==> config.mk <==
export PLATFORM = sky130hd
export DESIGN_NAME = clk_wiz_vio
export DESIGN_NICKNAME = d
export VERILOG_FILES = /design/src/rtl/clk_wiz_vio_pkg.sv /design/src/rtl/clk_wiz_vio_probe.sv /design/src/rtl/clk_wiz_vio.sv
export SDC_FILE = /design/constraint.sdc
export NUM_CORES = 1
export LEC_CHECK = 0
export ABC_AREA = 1
export BUFFER_PORTS_ARGS = -buffer_cell sky130_fd_sc_hd__buf_2
export CORE_MARGIN = 3
export CORE_UTILIZATION = 40
export CTS_BUF_LIST = sky130_fd_sc_hd__clkbuf_8
export DETAILED_ROUTE_END_ITERATION = 10
export GPL_TIMING_DRIVEN = 1
export PLACE_DENSITY_LB_ADDON = 0.08
export SETUP_SLACK_MARGIN = 0.02
export SLEW_MARGIN = 30
export SYNTH_ARGS = -nofsm -noshare
export SYNTH_HDL_FRONTEND = slang
export SYNTH_SLANG_ARGS = --single-unit
export TNS_END_PERCENT = 100
==> constraint.sdc <==
create_clock -name w_clk -period 4.3 [get_ports w_clk]
set_clock_uncertainty 0.15 [all_clocks]
set_input_delay 0.215 -clock w_clk [delete_from_list [all_inputs] [get_ports w_clk]]
set_output_delay 0.215 -clock w_clk [all_outputs]
set_load 0.05 [all_outputs]
==> src/rtl/clk_wiz_vio_pkg.sv <==
// clk_wiz_vio_pkg
//   Shared definitions for the clock-manager / virtual-I/O stand-in:
//   - default probe and change-counter widths
//   - the qualifier bundle handed from the divider/lock logic to the probe
//   - a saturating increment used by the change counter
package clk_wiz_vio_pkg;

    localparam int PROBE_W_DEF = 32;
    localparam int CNT_W_DEF   = 16;

    // Conditions under which the probe may capture. The sub-module combines
    // them itself so that the top only has to describe what happened this edge.
    typedef struct packed {
        logic rise;    // w_clk2 goes 0->1 on this w_clk edge
        logic locked;  // lock already established before this edge
        logic freeze;  // user hold request
    } probe_qual_t;

    // Increment v, but stick at the all-ones value of a w-bit counter (w <= 32).
    function automatic logic [31:0] sat_inc(input logic [31:0] v, input int w);
        logic [31:0] all_ones;
        if (w >= 32) begin
            all_ones = 32'hFFFF_FFFF;
        end else begin
            all_ones = (32'd1 << w) - 32'd1;
        end
        if (v >= all_ones) begin
            sat_inc = all_ones;
        end else begin
            sat_inc = v + 32'd1;
        end
    endfunction

endpackage

==> src/rtl/clk_wiz_vio_probe.sv <==
// vio_probe
//   Capture register for the processor debug word. On a qualified rise event
//   (rise && locked && !freeze) the input word is stored, the valid flag set,
//   and the change counter bumped when the new word differs from the held one.
//   The very first capture after reset never counts as a change.
// Ports
//   clk, rst     clock and synchronous active-high reset
//   qual         rise / locked / freeze qualifiers from the top
//   probe_in     word to observe
//   probe_out    last captured word
//   probe_valid  at least one capture since reset
//   probe_chg    saturating count of captured changes
module vio_probe
    import clk_wiz_vio_pkg::*;
#(
    parameter int PROBE_W = PROBE_W_DEF,
    parameter int CNT_W   = CNT_W_DEF
) (
    input  logic               clk,
    input  logic               rst,
    input  probe_qual_t        qual,
    input  logic [PROBE_W-1:0] probe_in,
    output logic [PROBE_W-1:0] probe_out,
    output logic               probe_valid,
    output logic [CNT_W-1:0]   probe_chg
);

    logic [PROBE_W-1:0] data_q,  data_d;
    logic               valid_q, valid_d;
    logic [CNT_W-1:0]   chg_q,   chg_d;
    logic               capture;

    always_comb begin
        capture = qual.rise & qual.locked & ~qual.freeze;
        data_d  = data_q;
        valid_d = valid_q;
        chg_d   = chg_q;
        if (capture) begin
            data_d  = probe_in;
            valid_d = 1'b1;
            // Only compare against a value that was actually captured.
            if (valid_q && (probe_in != data_q)) begin
                chg_d = CNT_W'(sat_inc(32'(chg_q), CNT_W));
            end
        end
    end

    always_ff @(posedge clk) begin
        if (rst) begin
            data_q  <= '0;
            valid_q <= 1'b0;
            chg_q   <= '0;
        end else begin
            data_q  <= data_d;
            valid_q <= valid_d;
            chg_q   <= chg_d;
        end
    end

    assign probe_out   = data_q;
    assign probe_valid = valid_q;
    assign probe_chg   = chg_q;

endmodule

==> src/rtl/clk_wiz_vio.sv <==
// clk_wiz_vio
//   Synthesizable stand-in for the board clock manager plus virtual I/O.
//   - Divides w_clk by 2*DIV_HALF into a registered w_clk2.
//   - Asserts w_locked (sticky) on the LOCK_CYCLES-th rising edge of w_clk2.
//   - Samples w_probe_in0 once per w_clk2 period once locked (see vio_probe).
//   All state lives in the w_clk domain; w_clk2 is a data output, never used
//   as a clock inside this block.
// Ports
//   w_clk          sole clock
//   w_rst          synchronous active-high reset
//   w_clk2         divided clock output
//   w_locked       lock indication, cleared only by reset
//   w_probe_in0    debug word to observe
//   w_freeze       hold captured probe and counter
//   w_probe_out0   last captured probe value
//   w_probe_valid  probe holds at least one capture
//   w_probe_chg    saturating count of captured changes
module clk_wiz_vio
    import clk_wiz_vio_pkg::*;
#(
    parameter int DIV_HALF    = 1,
    parameter int LOCK_CYCLES = 16,
    parameter int PROBE_W     = PROBE_W_DEF,
    parameter int CNT_W       = CNT_W_DEF
) (
    input  logic               w_clk,
    input  logic               w_rst,
    output logic               w_clk2,
    output logic               w_locked,
    input  logic [PROBE_W-1:0] w_probe_in0,
    input  logic               w_freeze,
    output logic [PROBE_W-1:0] w_probe_out0,
    output logic               w_probe_valid,
    output logic [CNT_W-1:0]   w_probe_chg
);

    localparam int DIV_W  = (DIV_HALF > 1)    ? $clog2(DIV_HALF)    : 1;
    localparam int LOCK_W = (LOCK_CYCLES > 1) ? $clog2(LOCK_CYCLES) : 1;

    logic [DIV_W-1:0]  div_cnt_q,  div_cnt_d;
    logic              clk2_q,     clk2_d;
    logic [LOCK_W-1:0] lock_cnt_q, lock_cnt_d;
    logic              locked_q,   locked_d;
    logic              terminal;
    logic              rise;
    probe_qual_t       qual;

    // Divider: toggle w_clk2 every DIV_HALF input cycles.
    always_comb begin
        terminal = (div_cnt_q == DIV_W'(DIV_HALF - 1));
        // Rise event: the toggle that takes w_clk2 from 0 to 1.
        rise     = terminal & ~clk2_q;
        if (terminal) begin
            div_cnt_d = '0;
            clk2_d    = ~clk2_q;
        end else begin
            div_cnt_d = div_cnt_q + DIV_W'(1);
            clk2_d    = clk2_q;
        end
    end

    // Lock: count rise events; on the last one assert lock on the same edge
    // and leave the counter where it is.
    always_comb begin
        lock_cnt_d = lock_cnt_q;
        locked_d   = locked_q;
        if (rise && !locked_q) begin
            if (lock_cnt_q == LOCK_W'(LOCK_CYCLES - 1)) begin
                locked_d = 1'b1;
            end else begin
                lock_cnt_d = lock_cnt_q + LOCK_W'(1);
            end
        end
    end

    always_ff @(posedge w_clk) begin
        if (w_rst) begin
            div_cnt_q  <= '0;
            clk2_q     <= 1'b0;
            lock_cnt_q <= '0;
            locked_q   <= 1'b0;
        end else begin
            div_cnt_q  <= div_cnt_d;
            clk2_q     <= clk2_d;
            lock_cnt_q <= lock_cnt_d;
            locked_q   <= locked_d;
        end
    end

    // The registered lock flag is used, so the rise that completes lock does
    // not also capture; capture begins on the following rise.
    always_comb begin
        qual.rise   = rise;
        qual.locked = locked_q;
        qual.freeze = w_freeze;
    end

    vio_probe #(
        .PROBE_W (PROBE_W),
        .CNT_W   (CNT_W)
    ) u_probe (
        .clk         (w_clk),
        .rst         (w_rst),
        .qual        (qual),
        .probe_in    (w_probe_in0),
        .probe_out   (w_probe_out0),
        .probe_valid (w_probe_valid),
        .probe_chg   (w_probe_chg)
    );

    assign w_clk2   = clk2_q;
    assign w_locked = locked_q;

endmodule

Yosys cells after proc, flatten, opt, wreduce, memory -nomap -nowiden:

Cells that the tools add are included.

* register bits after elaboration: 56
* input port bits: 35

* add/sub/neg operators: 3
* order comparisons: 1
* equality and inequality tests: 2
* mux-type cells: 3
* bitwise logic cells: 7
* reduce and logical (&&, ||, !) cells: 7

Operator list (count)
* two-way mux 32 bit: 2
* >= comparator 16 x 32 -> 1 bit: 1
* inequality test 32 bit: 1
* adder 16 x 1 -> 16 bit, second input constant: 1
* two-way mux 16 bit: 1
* AND reduction 2 bit: 3
* adder 4 x 1 -> 4 bit, second input constant: 1
* equality test 4 bit, second input constant: 1
* NOT 1 bit: 4
* AND 1 bit: 3
* logical AND 1 bit: 2
* OR reduction 2 bit: 1
* adder 1 bit, second input constant: 1
* zero test 1 bit: 1

Logic depth before layout (Yosys ltp):

* word-level depth: 7
* gate-level depth with buffers: 12

Hierarchy:

Synthesis repeated with hierarchy kept, for this count alone.

* cells, all modules: 448
* area total of the unflattened synthesis: 2976.6 um^2

Modules (own cells, without submodules)
* vio_probe: instances 1, cells each 405, area each 2643.8 um^2, seq. area each 980.9 um^2
* clk_wiz_vio: instances 1, cells each 43, area each 332.8 um^2, seq. area each 140.1 um^2

Worst setup path after synthesis:

Ideal clock, no wire load.

* kind: register to register
* start point: reg u_probe.chg_q[0], in the netlist u_probe.probe_chg[0]
* end point: reg u_probe.chg_q[0], in the netlist u_probe.probe_chg[0]
* library setup time: 65 ps
* data arrival time: 1891 ps
* data required time: 4085 ps
* setup slack: 2195 ps
* stages on the path, launching flop included: 13
* path buffers: 0
* clock period less this slack: 2105 ps
* cell sequence: dfxtp_1 ha_1 nand2_2 nor2_2 nand2_2 nor2_4 nand2_4 nor2_8 inv_4 nand2_1 nand3b_1 nand2_1 nor2_1

* word-level cells in the longest chain between the ends: 2
* elaborated cells between the ends (all ways): 3

Ends and longest elaborated chain
* from (decl): RTL line clk_wiz_vio_probe.sv:30 `logic [CNT_W-1:0] chg_q, chg_d;`
* from (signal assigned): RTL line clk_wiz_vio_probe.sv:56 `chg_q <= chg_d;`
* >= comparator 16 x 32 -> 1 bit / adder 16 x 1 -> 16 bit (equally long branches): RTL line clk_wiz_vio_pkg.sv:27, clk_wiz_vio_pkg.sv:30
* two-way mux 16 bit (*): RTL line clk_wiz_vio_pkg.sv:27 `if (v >= all_ones) begin`

Every way passes the cells marked *; elsewhere a longest branch is shown, timed or not.
A chain may end at the register's enable or synchronous reset.

Final worst setup path:

* start point: reg clk2_q, in the netlist w_clk2
* end point: reg u_probe.chg_q[14], in the netlist u_probe.probe_chg[14]

* word-level cells in the longest chain between the ends: 5

Ends and longest elaborated chain
* from (decl): RTL line clk_wiz_vio.sv:41 `logic clk2_q, clk2_d;`
* from (signal assigned): RTL line clk_wiz_vio.sv:84 `clk2_q <= clk2_d;`
* NOT 1 bit: RTL line clk_wiz_vio.sv:52 `rise = terminal & ~clk2_q;`
* AND 1 bit: RTL line clk_wiz_vio.sv:52
* AND 1 bit (2 in a row): RTL line clk_wiz_vio_probe.sv:34 `capture = qual.rise & qual.locked & ~qual.freeze;`
* AND reduction 2 bit (no line)

No other way between the ends.

==> out/metrics.cfg <==
[status]
run_status=finished, final reports clean

[detailed_routing]
m1WireLength_um=3160
route.met3.wl_um=459
vias=2850
first_iter_violations=64
wl_um=6940
viasPerCell=4.62
dr.max_layer_used=met4
first_pass_iters=6
wl_met2_um=3260
avgRoutedWirePerCell_um=11.2
ant_nets=0
drcViolationCount=0

[die]
ios=86
rows=30
die_area_um2=8440
die_w_um=91.9
die_h_um=91.9
core_um2=6980
start_util_pct=42.2

[sta]
rsz0062_at_grt=no
hold_slack_ps=6.01
slew_viol_final=0
setup_tns_ps=0
layout_setup_ws_ps=1800
max_freq_mhz=400
tightest_slew_ps=755
finalHoldViolCount=0
setup_violations=0
period_share_pct=58.2
period_needed_ps=2500
max_slew_margin_pct=49.5

[global_route]
grt_max_degree=43
overflow=0
grt_pass1_wl_um=11700
track_usage_pct=16.7
grt_pass1_vias=2600
antenna_found_initial=0

[finish]
fill_cells=774
final_layout_size_suffix_gt1_share_pct=21.5
fin_cells=617
antennaDiodeCount=0
register_area_um2=1120
final_cell_mix=nor2_1 (91), nand2_1 (91), buf_2 (85), dfxtp_1 (56), o21ai_0 (39)
multiInputGateArea_um2=1610
synthToLayoutAreaGrowth_pct=21.3
num-nets-final=557

[placement]
place_hpwl_um=5090
place_inst=605
port_buffers=85
dp_slack_ps=1780
gp_congestion=0.811

[power]
seq_power_share_pct=58.9
powerDensity_nw_per_um2=249
p_leak_uw=0.00177
combPwrFrac_pct=7.7
clockPowerShare_pct=33.4
total_power_uw=889
swShare_pct=23.4
p_sw_uw=208
ir_worst_vdd_v=0.000151
p_int_uw=681

[worst_setup_path]
ff2ff_path_depth=10
r2r-start=w_clk2
arrival_ps=2600
cpMaxStageDelayCell=nor2_4
criticalPathCategory=reg -> reg
critical_path_buf_inv_count=3
reg2reg_to=u_probe.probe_chg[14]
critPathLaunch=w_clk2
worstPathMaxFanout=42
critical-path-top-delay-family=simple AND/OR/NAND/NOR gates
cp_slowest_stage_delay_ps=490
crit_path_end_kind=flop
cp_cell_sequence=nor2_2 -> inv_2 -> nor3_4 -> buf_4 -> inv_2 -> nor2_4 -> nand2_2 -> nand2_1 -> nand2_1 -> nor2_1
rrSetupSlack_ps=1800
worstSetupStartpointType=flop
critical_path_required_ps=4400

[hold_path]
min_to=u_probe.probe_out[3]
min_path_cells=3
min_from=w_probe_in0[3]
min_path_type=in -> reg

[clocking]
root_buffer=clkbuf_8
h-tree-depth=2
clk_pin_slew_ps=100
clkLatencyLatePin_ps=310
cts_buffers=5
cts_tree=yes
clockBufferDepth=2
cts.sinks=56

[logic_synthesis]
ys_seq_area_share_pct=38.0
synth_seq_cells=56
synthFlopType=dfxtp_1
syn_avg_cell_area_um2=6.75
async_flop_share_pct=0
yosysWarningCount=0
syn-cell-area_um2=2950
ys_types=30
synthCells=437
syn_nets=474
synth_edf_count=0

[flow_run]
drv_cap=0

[routing by layer]
metal / vias to the layer above / global-route usage, %
met1: 1255 / 21.1
met4: 0 / 3.71
met5: - / 0
met2: 60 / 28.3
li1: 1530 / -
met3: 5 / 4.84
[metrics by stage]
stage	util, %	instance area [um^2]
2_1_floorplan	-	2950
3_3_place_gp	49.3	3440
3_5_place_dp	49.3	3440
4_1_cts	51.2	3580
5_1_grt	51.2	3580
6_report	51.2	3580
[synthesized netlist by cell type, types with 2 or more instances]
master | count | area share [%]
ha_1 | 2 | 0.85
buf_1 | 2 | 0.25
nor3_4 | 2 | 1.1
buf_4 | 2 | 0.51
nand3_1 | 21 | 3.6
inv_1 | 36 | 4.6
o21ai_0 | 39 | 6.6
nor2_4 | 2 | 0.76
clkbuf_1 | 9 | 1.1
xor2_1 | 5 | 1.5
nand4_1 | 2 | 0.42
nand2_1 | 91 | 12
nor2_1 | 91 | 12
buf_2 | 2 | 0.34
nor2_2 | 3 | 0.64
a21oi_1 | 29 | 4.9
nor3_1 | 2 | 0.34
xnor2_1 | 26 | 7.7
dfxtp_1 | 56 | 38
inv_2 | 3 | 0.38
nand2_2 | 3 | 0.64
[power by group through the flow]
stage | Clock [uW] | Sequential (uW) | Combinational [uW]
after global placement | 0 | 536 | 66.1
after global routing | 330 | 525 | 76.9
final | 297 | 524 | 68.3
after detailed placement | 0 | 536 | 66.5
after floorplan | 0 | 538 | 34.6
after CTS | 310 | 524 | 69.3
[final cells by class]
class / instances / share of cell area (%)
multi-input cells: 326 / 45.0
flip-flops and latches: 56 / 31.4
repair buffers: 91 / 13.4
inverters: 40 / 4.27
well taps: 96 / 3.36
clock buffers: 6 / 2.31
clock inverters: 2 / 0.280
[registers in the layout (all words and copies together) (netlist names)]
signal and count:
div_cnt_q 1, lock_cnt_q 4, u_probe.probe_chg 16, u_probe.probe_out 32, u_probe.probe_valid 1, w_clk2 1
w_locked 1
[worst max path at each step]
stage | end | depth (start not counted)
after floorplan | u_probe.probe_chg[0] | 12
after global placement | u_probe.probe_chg[11] | 9
after detailed placement | u_probe.probe_chg[14] | 10
after CTS | u_probe.probe_chg[13] | 10
after global routing | u_probe.probe_chg[13] | 10
final | u_probe.probe_chg[14] | 10
[what timing repair did]
| action | CTS | global route |
|---|---|---|
| hold buffers | 4 | 0 |
| hold endpoints to repair | 7 | 0 |
| buffers inserted | 0 | 0 |
| resized for setup | 0 | 0 |
[worst min-delay path: stages]
cell	delay [ps]
buf_2	90
nor2_1	40
nor2_1	80
[kinds of logic after synthesis]
kind of cell | synth area share [%]
AND/OR/NAND/NOR | 32.4
AO/OA/AOI/OAI | 12.0
flip-flops | 38.0
buffers and inverters | 7.42
XOR/XNOR | 9.21
adder cells (fa/ha/maj) | 0.848
other | 0.127
Power figures use the tool's default switching activity.
